<file path="src/rtl/lstm_pkg.sv">
// Shared LSTM accelerator constants and the memory loader state encoding.
package lstm_pkg;

   localparam int LSTM_DWIDTH  = 16;
   localparam int LSTM_MEMSIZE = 1024;

   typedef enum logic [1:0] {
      ST_IDLE  = 2'd0,
      ST_LOAD  = 2'd1,
      ST_READ  = 2'd2,
      ST_DRAIN = 2'd3
   } loader_state_t;

endpackage

</file>
<file path="src/rtl/mem_loader_out_fifo2.sv">
// Two-entry FIFO used as the skid buffer between the memory read port and the output stream.
module out_fifo2 #(
   parameter int WIDTH = 17
) (
   input  logic             clk,
   input  logic             xrst,
   input  logic             i_push,
   input  logic [WIDTH-1:0] i_data,
   input  logic             i_pop,
   output logic [1:0]       o_count,
   output logic [WIDTH-1:0] o_head
);

   logic [WIDTH-1:0] r_slot [2];
   logic             r_wrPtr;
   logic             r_rdPtr;
   logic [1:0]       r_count;
   logic             w_doPush;
   logic             w_doPop;

   assign w_doPop  = i_pop && (r_count != 2'd0);
   assign w_doPush = i_push && ((r_count != 2'd2) || w_doPop);
   assign o_count  = r_count;
   assign o_head   = r_slot[r_rdPtr];

   // Simultaneous push and pop leaves the occupancy unchanged.
   always_ff @(posedge clk or negedge xrst) begin
      if (!xrst) begin
         for (int i = 0; i < 2; i++) r_slot[i] <= '0;
         r_wrPtr <= 1'b0;
         r_rdPtr <= 1'b0;
         r_count <= 2'd0;
      end else begin
         if (w_doPush) begin
            r_slot[r_wrPtr] <= i_data;
            r_wrPtr         <= ~r_wrPtr;
         end
         if (w_doPop) r_rdPtr <= ~r_rdPtr;
         case ({w_doPush, w_doPop})
            2'b10:   r_count <= r_count + 2'd1;
            2'b01:   r_count <= r_count - 2'd1;
            default: r_count <= r_count;
         endcase
      end
   end

endmodule

</file>
<file path="src/rtl/mem_loader.sv">
// Loads an input word stream into an attached single-port memory and streams
// memory regions back out through a 2-entry skid buffer.
module mem_loader
   import lstm_pkg::*;
#(
   parameter int DWIDTH  = LSTM_DWIDTH,
   parameter int MEMSIZE = LSTM_MEMSIZE,
   parameter int AWIDTH  = $clog2(MEMSIZE)
) (
   input  logic              clk,
   input  logic              xrst,
   input  logic              load_start,
   input  logic [AWIDTH-1:0] load_base,
   input  logic [AWIDTH:0]   load_len,
   input  logic              in_valid,
   input  logic [DWIDTH-1:0] in_data,
   output logic              in_ready,
   input  logic              read_start,
   input  logic [AWIDTH-1:0] read_base,
   input  logic [AWIDTH:0]   read_len,
   output logic              out_valid,
   output logic [DWIDTH-1:0] out_data,
   output logic              out_last,
   input  logic              out_ready,
   output logic              mem_we,
   output logic [AWIDTH-1:0] mem_addr,
   output logic [DWIDTH-1:0] mem_wdata,
   input  logic [DWIDTH-1:0] mem_rdata,
   output logic              busy
);

   localparam logic [AWIDTH-1:0] LAST_ADDR = AWIDTH'(MEMSIZE - 1);
   localparam logic [AWIDTH:0]   LEN_ONE   = (AWIDTH + 1)'(1);

   loader_state_t     r_state;
   logic [AWIDTH-1:0] r_wrAddr;
   logic [AWIDTH-1:0] r_rdAddr;
   logic [AWIDTH:0]   r_wrRemain;
   logic [AWIDTH:0]   r_rdRemain;
   logic [AWIDTH-1:0] r_addrHold;
   logic [DWIDTH-1:0] r_wdataHold;
   logic              r_inFlight;
   logic              r_inFlightLast;

   logic              w_write;
   logic              w_issue;
   logic              w_pop;
   logic [1:0]        w_count;
   logic [1:0]        w_occAfterPop;
   logic [DWIDTH:0]   w_head;

   function automatic logic [AWIDTH-1:0] nextAddr(input logic [AWIDTH-1:0] a);
      return (a == LAST_ADDR) ? '0 : a + 1'b1;
   endfunction

   assign busy      = (r_state != ST_IDLE);
   assign in_ready  = (r_state == ST_LOAD);
   assign w_write   = in_ready && in_valid;
   assign out_valid = (w_count != 2'd0);
   assign w_pop     = out_valid && out_ready;

   // Counting the word leaving this cycle as already gone keeps the stream bubble-free
   // while occupancy plus in-flight reads never exceeds the two FIFO slots.
   assign w_occAfterPop = w_count - {1'b0, w_pop};
   assign w_issue       = (r_state == ST_READ) && ((w_occAfterPop + {1'b0, r_inFlight}) < 2'd2);

   assign mem_we    = w_write;
   assign mem_addr  = w_write ? r_wrAddr : (w_issue ? r_rdAddr : r_addrHold);
   assign mem_wdata = w_write ? in_data : r_wdataHold;
   assign out_data  = w_head[DWIDTH-1:0];
   assign out_last  = out_valid && w_head[DWIDTH];

   always_ff @(posedge clk or negedge xrst) begin
      if (!xrst) begin
         r_state    <= ST_IDLE;
         r_wrAddr   <= '0;
         r_rdAddr   <= '0;
         r_wrRemain <= '0;
         r_rdRemain <= '0;
      end else begin
         case (r_state)
            ST_IDLE: begin
               // A load command masks a same-cycle read, even when the load is zero-length.
               if (load_start) begin
                  if (load_len != '0) begin
                     r_state    <= ST_LOAD;
                     r_wrAddr   <= load_base;
                     r_wrRemain <= load_len;
                  end
               end else if (read_start && (read_len != '0)) begin
                  r_state    <= ST_READ;
                  r_rdAddr   <= read_base;
                  r_rdRemain <= read_len;
               end
            end
            ST_LOAD: begin
               if (w_write) begin
                  r_wrAddr   <= nextAddr(r_wrAddr);
                  r_wrRemain <= r_wrRemain - 1'b1;
                  if (r_wrRemain == LEN_ONE) r_state <= ST_IDLE;
               end
            end
            ST_READ: begin
               if (w_issue) begin
                  r_rdAddr   <= nextAddr(r_rdAddr);
                  r_rdRemain <= r_rdRemain - 1'b1;
                  if (r_rdRemain == LEN_ONE) r_state <= ST_DRAIN;
               end
            end
            ST_DRAIN: begin
               if ((w_count == 2'd0) && !r_inFlight) r_state <= ST_IDLE;
            end
            default: r_state <= ST_IDLE;
         endcase
      end
   end

   always_ff @(posedge clk or negedge xrst) begin
      if (!xrst) begin
         r_inFlight     <= 1'b0;
         r_inFlightLast <= 1'b0;
         r_addrHold     <= '0;
         r_wdataHold    <= '0;
      end else begin
         r_inFlight     <= w_issue;
         r_inFlightLast <= w_issue && (r_rdRemain == LEN_ONE);
         r_addrHold     <= mem_addr;
         r_wdataHold    <= mem_wdata;
      end
   end

   out_fifo2 #(
      .WIDTH(DWIDTH + 1)
   ) u_outFifo (
      .clk    (clk),
      .xrst   (xrst),
      .i_push (r_inFlight),
      .i_data ({r_inFlightLast, mem_rdata}),
      .i_pop  (w_pop),
      .o_count(w_count),
      .o_head (w_head)
   );

endmodule

</file>
<file path="config.mk">
export PLATFORM = sky130hd
export DESIGN_NAME = mem_loader
export DESIGN_NICKNAME = d
export VERILOG_FILES = /design/src/rtl/lstm_pkg.sv /design/src/rtl/mem_loader_out_fifo2.sv /design/src/rtl/mem_loader.sv
export SDC_FILE = /design/constraint.sdc
export NUM_CORES = 1
export LEC_CHECK = 0
export BUFFER_PORTS_ARGS = -buffer_cell sky130_fd_sc_hd__buf_2
export CAP_MARGIN = 25
export CORE_MARGIN = 3
export CORE_UTILIZATION = 56
export CTS_BUF_LIST = sky130_fd_sc_hd__clkbuf_4
export DETAILED_ROUTE_END_ITERATION = 7
export MAX_ROUTING_LAYER = met4
export PLACE_DENSITY = 0.84
export RECOVER_POWER = 100
export SLEW_MARGIN = 25
export SYNTH_ARGS = -nofsm -noshare
export SYNTH_HDL_FRONTEND = slang
export SYNTH_SLANG_ARGS = --single-unit
</file>
<file path="constraint.sdc">
create_clock -name clk -period 3.6 [get_ports clk]
set_clock_uncertainty 0.15 [all_clocks]
set_input_delay 0.72 -clock clk [delete_from_list [all_inputs] [get_ports clk]]
set_output_delay 0.72 -clock clk [all_outputs]
set_load 0.01 [all_outputs]
</file>
==> summary.md, run 1 <==
| Metric | Value |
|---|---|
| Max cap viols | 1 |
| Fmax | 285 MHz |
| Placer congestion estimate | 0.905 |
| Internal Dissipation | 2.77 mW |
| Clock Power Share | 16.2% |
| CTS root buf | clkbuf_4 |
| P_sw | 1.59 mW |
| Combinational Power Share | 34.1% |
| Max FO, Critical Path | 6 |
| Crit. End Element | output pin |
| Critical path data required time | 2730 ps |
| DR vias | 4936 |
| Synth Warn # | 0 |
| Area grow syn2layout | 18.1% |
| CTS clk-pin slew, worst paths | 170 ps |
| Syn Nets | 662 |
| Worst R2R Start | u_outFifo.o_count[0] |
| Library cells used by synthesis | 67 |
| DR DRC count | 0 |
| LEAKAGE | 3.20 nW |
| Antenna cells | 0 |
| Synth Instances | 575 |
| Routed wire per std cell | 16.4 um |
| Seq/Total Area, Yosys | 48.6% |
| Worst Hold Class | input pin to flip-flop |
| IO buf count | 126 |
| Flop pwr share | 49.7% |
| Final Setup Violations | 0 |
| HP Start | in_data[1] |
| Core box area | 9820 um^2 |
| Full die area | 11400 um^2 |
| Slew HR | -71.2% |
| Finished Layout Cells | 840 |
| CP Class | flip-flop to output pin |
| Power density cells | 651 nW/um^2 |
| Worst-skew pair later-pin latency | 440 ps |
| Slew @ Worst Pin | 2570 ps |
| Final antenna-violating net count | 0 |
| DPL Wire Length | 9930 um |
| Switching share of total power | 36.4% |
| Hold depth | 3 |
| I/O pins | 127 |
| Post-synth ARST share | 100% |
| Initial DRC Count | 341 |
| Area after DPL | 6400 um^2 |
| R2R setup slack | 940 ps |
| Final min period | 3510 ps |
| Site row count | 36 |
| Dominant register cell in the synthesized netlist | dfrtp_1 |
| R2R depth | 11 |
| Num CTS Buffers | 9 |
| Total track usage | 25.1% |
| Period utilisation layout | 97.4% |
| Worst VDD drop | 0.000366 V |
| Die Ht | 107 um |
| Placed insts | 816 |
| Number of synthesized flops with an enable pin | 0 |
| Die X | 107 um |
| Clock sinks | 110 |
| Largest net degree at the start of global routing | 49 |
| Worst Hold End | r_wdataHold[1] |
| Initial antenna violation count | 0 |
| Grt ovf | 0 |
| Clk buf depth | 2 |
| FILL cells | 797 |
| Final instance area | 6700 um^2 |
| Share of cells above drive strength 1 | 33.4% |
| Hold Vio Cnt, Final | 0 |
| CP Launch Type | flip-flop |
| Status | complete, but fails checks |
| Net count reported at finish | 789 |
| Total power | 4.36 mW |
| Final WL | 13700 um |
| Cell area after synthesis | 5670 um^2 |
| Starting Density | 57.7% |
| Hold-fix buffers, CTS | 0 |
| Failing checks | capacitance limit, slew limit |
| Yosys reg bits | 110 |
| Vias in the first global route | 4870 |
| Fin. max-slew vios | 49 |
| Synthesized area per cell | 9.86 um^2 |
| Critical path data arrival time | 2640 ps |
| CTS tree | done |
| DR pass1 iterations | 5 |
| Global-route wire length before repair | 22700 um |
| R2r endpoint | r_rdAddr[7] |
| H-Tree Level Count | 3 |
| Vias per cell | 5.88 |
[layout make-up]
class / instances / area [um^2] / area share [%]
Sequential cell: 110 / 2750 / 41.1
Clock inverter: 7 / 104 / 1.55
Clock buffer: 9 / 67.6 / 1.01
Multi-Input combinational cell: 419 / 2720 / 40.7
Timing Repair Buffer: 147 / 825 / 12.3
Tap cell: 133 / 166 / 2.49
Inverter: 15 / 56.3 / 0.841
[kinds of logic after synthesis]
group | count (synthesis) | synth area share (%)
compound gates | 145 | 16.1
xor+xnor | 4 | 0.618
fa+ha+maj | 7 | 1.55
buf+inv | 46 | 4.13
flops | 110 | 48.6
mux | 64 | 12.4
simple gates | 199 | 16.6
[power by group through the flow]
stage / Clock [mW] / Combinational [mW] / Sequential [mW]
after floorplan: 0 / 1.06 / 1.99
after global placement: 0 / 1.36 / 2.13
after detailed placement: 0 / 1.42 / 2.18
after CTS: 0.723 / 1.47 / 2.15
after global routing: 0.776 / 1.66 / 2.22
final: 0.706 / 1.49 / 2.16
[registers in the layout, indices dropped and copies added, names as in the netlist]
name	cells
u_outFifo.r_slot	34
r_wdataHold	16
r_rdRemain	11
r_wrRemain	11
r_addrHold	10
r_rdAddr	10
r_wrAddr	10
r_state	2
u_outFifo.o_count	2
r_inFlight	1
r_inFlightLast	1
u_outFifo.r_rdPtr	1
u_outFifo.r_wrPtr	1
[cells in the final DEF, fill, tap and decap left out, types with 14 or more instances in the layout]
cell       n
a21oi_1   39
buf_2    126
buf_4     17
dfrtp_1  109
inv_1     14
mux2_2    50
mux2i_1   14
nand2_1   88
nor2_1    40
o21ai_0   37
o21ai_1   16
[how the worst max path moves through the flow]
stage / from / end / slack [ps]
CTS: u_outFifo.o_count[1] / mem_addr[5] / 10
finish: u_outFifo.o_count[0] / mem_addr[5] / 90
global placement: out_ready / mem_addr[5] / 250
floorplan: u_outFifo.o_count[1] / mem_addr[5] / 370
global route: u_outFifo.o_count[0] / mem_addr[5] / -20
detailed placement: out_ready / mem_addr[8] / 160
[per-layer routing]
metal	global-route usage (%)	vias to the layer above	wire (um)	share of wire (%)
li1	-	2330	-	-
met5	-	-	0	0
met2	41.0	169	6920	50
met3	3.19	39	653	4.7
met1	32.4	2398	5770	42
met4	9.68	0	408	3.0
[cell usage after synthesis (4+ instances only)]
| cell type | count | area [um^2] |
|---|---|---|
| dfrtp_1 | 110 | 2750 |
| nand2_1 | 88 | 330 |
| mux2_2 | 50 | 563 |
| o21ai_0 | 47 | 235 |
| nor2_1 | 40 | 150 |
| a21oi_1 | 39 | 195 |
| clkbuf_1 | 17 | 63.8 |
| inv_1 | 14 | 52.6 |
| mux2i_1 | 14 | 140 |
| nor3_1 | 12 | 60.1 |
| nand3_1 | 9 | 45.0 |
| a22oi_1 | 7 | 52.6 |
| ha_1 | 7 | 87.6 |
| o21ai_1 | 7 | 35.0 |
| nor4_1 | 6 | 37.5 |
| a31oi_1 | 5 | 31.3 |
| buf_2 | 5 | 25.0 |
| nand4_1 | 5 | 31.3 |
| nor2b_1 | 5 | 31.3 |
| and3_1 | 4 | 25.0 |
| and4_1 | 4 | 35.0 |
| nand2b_1 | 4 | 25.0 |
| o22ai_1 | 4 | 25.0 |
[stage by stage]
stage / hold slack (ps) / TNS (ps) / setup slack, ps / util, %
after global placement: 298 / 0 / 248 / 65.2
after global routing: 294 / -24.1 / -24.1 / 68.2
after detailed placement: 305 / 0 / 158 / 65.2
final: 321 / 0 / 92.6 / 68.2
after floorplan: 274 / 0 / 370 / -
after CTS: 111 / 0 / 9.51 / 67.9
[critical path: stages (launching register included)]
cell and delay (ps):
dfrtp_1 440, or2_4 260, and2_4 150, ha_4 160, xor2_2 160, xnor2_2 220, nand2_2 140, buf_8 180
mux2i_1 120, o21ai_1 200, buf_2 170
[timing repair]
action                                  CTS  global route
cloned                                    1             0
buffers inserted                          5             2
pin swaps                                 5             5
endpoints found under the setup margin   10            10
hold endpoints to repair                  0             0
gates resized for setup                  19             5
(Power assumes the default switching activity.)
==> inputs of run 2 (changes only) <==
==> constraint.sdc (replaced) <==
create_clock -name clk -period 3.5 [get_ports clk]
set_clock_uncertainty 0.15 [all_clocks]
set_input_delay 0.7 -clock clk [delete_from_list [all_inputs] [get_ports clk]]
set_output_delay 0.7 -clock clk [all_outputs]
set_load 0.01 [all_outputs]
==> run 2 against run 1 <==
Against the previous run: critical path depth rose by 1; first-iteration DRC count up 11%; critical path type unchanged; utilization rose by 0.43 points; final cell count increased by 0.83%; via count shrank 0.45%; the run ends with capacitance limit, slew limit, setup timing left.
==> summary.md, run 2 (synthesis results as in run 1) <==
| Metric | Value |
|---|---|
| Top Family by Delay on Critical Path | simple AND/OR/NAND/NOR gates |
| Final WL | 13800 um |
| Num CTS Buffers | 9 |
| Register Area | 2750 um^2 |
| CP max-delay cell | dfrtp_1 |
| Finished Layout Cells | 847 |
| Critical path data arrival time | 2690 ps |
| CP Class | flip-flop to output pin |
| Hold Vio Cnt, Final | 0 |
| Worst Hold End | r_wdataHold[2] |
| DPL Wire Length | 9610 um |
| Total power | 4.47 mW |
| Critical path data required time | 2650 ps |
| Worst Setup Slack, final | -38.8 ps |
| Final antenna-violating net count | 0 |
| Grt ovf | 0 |
| Top Registers | u_outFifo.r_slot x34, r_wdataHold x16 |
| Crit. End Element | output pin |
| Final Setup Violations | 4 |
| Period utilisation layout | 101% |
| WHS | 285 ps |
| I/O pins | 127 |
| Worst Hold Class | input pin to flip-flop |
| Worst VDD drop | 0.000415 V |
| DR DRC count | 0 |
| R2R setup slack | 860 ps |
| Max cap viols | 1 |
| Placer congestion estimate | 0.902 |
| Crit path largest cell delay | 420 ps |
| LEAKAGE | 3.23 nW |
| Worst-skew pair later-pin latency | 450 ps |
| DR vias | 4914 |
| Commonest non-fill, non-tap cells in the layout | 125 x buf_2, 109 x dfrtp_1, 88 x nand2_1, 50 x mux2_2, 40 x nor2_1 |
| Initial antenna violation count | 1 |
| Site row count | 36 |
| Placed insts | 815 |
| Cell Chain, Critical Path | or2_4, and2_4, ha_4, xor2_4, xnor2_2, nand2_1, buf_8, buf_8, mux2i_1, o21ai_1, buf_2 |
| Grt peak-use layer | met2 |
| FILL cells | 788 |
| CP bufs+invs | 3 |
| Max reg flops | 34 |
| H-Tree Level Count | 3 |
| Net count reported at finish | 795 |
| Share of cells above drive strength 1 | 34.4% |
| R2r endpoint | r_rdAddr[5] |
| Routed wire per std cell | 16.2 um |
| Slew @ Worst Pin | 1760 ps |
| DR pass1 iterations | 5 |
| Clk buf depth | 2 |
| Footprint of the multi-input gates | 2740 um^2 |
| Hold depth | 3 |
| Vias in the first global route | 4780 |
| Initial DRC Count | 379 |
| CTS clk-pin slew, worst paths | 180 ps |
| CP Launch Type | flip-flop |
| Die Ht | 107 um |
| Area grow syn2layout | 18.9% |
| Failing checks | capacitance limit, slew limit, setup timing |
| Max FO, Critical Path | 5 |
| Total track usage | 24.9% |
| Largest net degree at the start of global routing | 73 |
| Fmax | 283 MHz |
| Die X | 107 um |
| Starting Density | 57.7% |
| Core Util, Final | 68.6% |
| Full die area | 11400 um^2 |
| GR Util met1 | 32.6% |
| Clock sinks | 110 |
| GR Layer Usage met2 | 40.7% |
| HP Start | in_data[2] |
| Fin. max-slew vios | 73 |
| Slew HR | -17.2% |
| Status | complete, but fails checks |
| RSZ-0062 raised after global routing | true |
| Most Frequent Cell on Critical Path | buf_8 |
| Vias per cell | 5.80 |
| R2R depth | 10 |
| IO buf count | 126 |
| Final min period | 3540 ps |
| Met3 Use GR | 3.25% |
| Top reg by flops | u_outFifo.r_slot |
| Global-route wire length before repair | 22500 um |
| Most common cell after layout, fill and taps aside | buf_2 |
| CTS root buf | clkbuf_4 |
| CTS tree | done |
| Power density cells | 663 nW/um^2 |
| Core box area | 9820 um^2 |
| Worst R2R Start | u_outFifo.o_count[0] |
## run 2: metrics by stage
stage	worst slack [ps]	area, um^2	TNS, ps
after global placement	183	6390	0
after global routing	-153	6740	-1220
after CTS	5.38	6680	0
final	-38.8	6740	-81.0
after floorplan	290	5670	0
after detailed placement	46.6	6390	0
## run 2: what timing repair did
| item | in CTS | in global routing |
|---|---|---|
| resized for setup | 18 | 8 |
| endpoints found under the hold margin | 0 | 0 |
| endpoints found under the setup margin | 10 | 26 |
| hold buffers | 0 | 0 |
| pin swaps | 7 | 6 |
| setup buffers | 9 | 6 |
## run 2: worst min-delay path, stage by stage
cell and delay (ps):
buf_2 70, nand2_1 40, nand2_1 60
## run 2: layout make-up
class / count / area share, %
sequential: 110 / 40.9
multi-input combinational: 419 / 40.7
timing repair buffer: 153 / 12.7
tap: 133 / 2.47
clock inverter: 7 / 1.30
clock buffer: 9 / 1.00
inverter: 15 / 0.891
antenna: 1 / 0.0371
## run 2: worst max-delay path by stage
stage                          from     endpoint  slack (ps)  cells past startpoint
2_1_floorplan  u_outFifo.o_count[1]  mem_addr[5]         290                      9
3_3_place_gp              out_ready  mem_addr[5]         180                     10
3_5_place_dp              out_ready  mem_addr[8]          50                     10
4_1_cts        u_outFifo.o_count[1]  mem_addr[5]           5                     11
5_1_grt        u_outFifo.o_count[0]  mem_addr[5]        -150                     11
6_report       u_outFifo.o_count[0]  mem_addr[7]         -40                     11
## run 2: routing by layer
metal / share of wire, % / wire, um / vias to the layer above
li1: - / - / 2329
met1: 42 / 5840 / 2395
met2: 50 / 6920 / 161
met3: 5.0 / 682 / 29
met4: 2.3 / 312 / 0
met5: 0 / 0 / -
## run 2: power breakdown
part / switching [mW] / internal (mW) / leakage, nW
clock network: 0.453 / 0.236 / 0.0849
logic: 0.747 / 0.810 / 1.81
registers: 0.469 / 1.75 / 1.33
total: 1.67 / 2.80 / 3.23
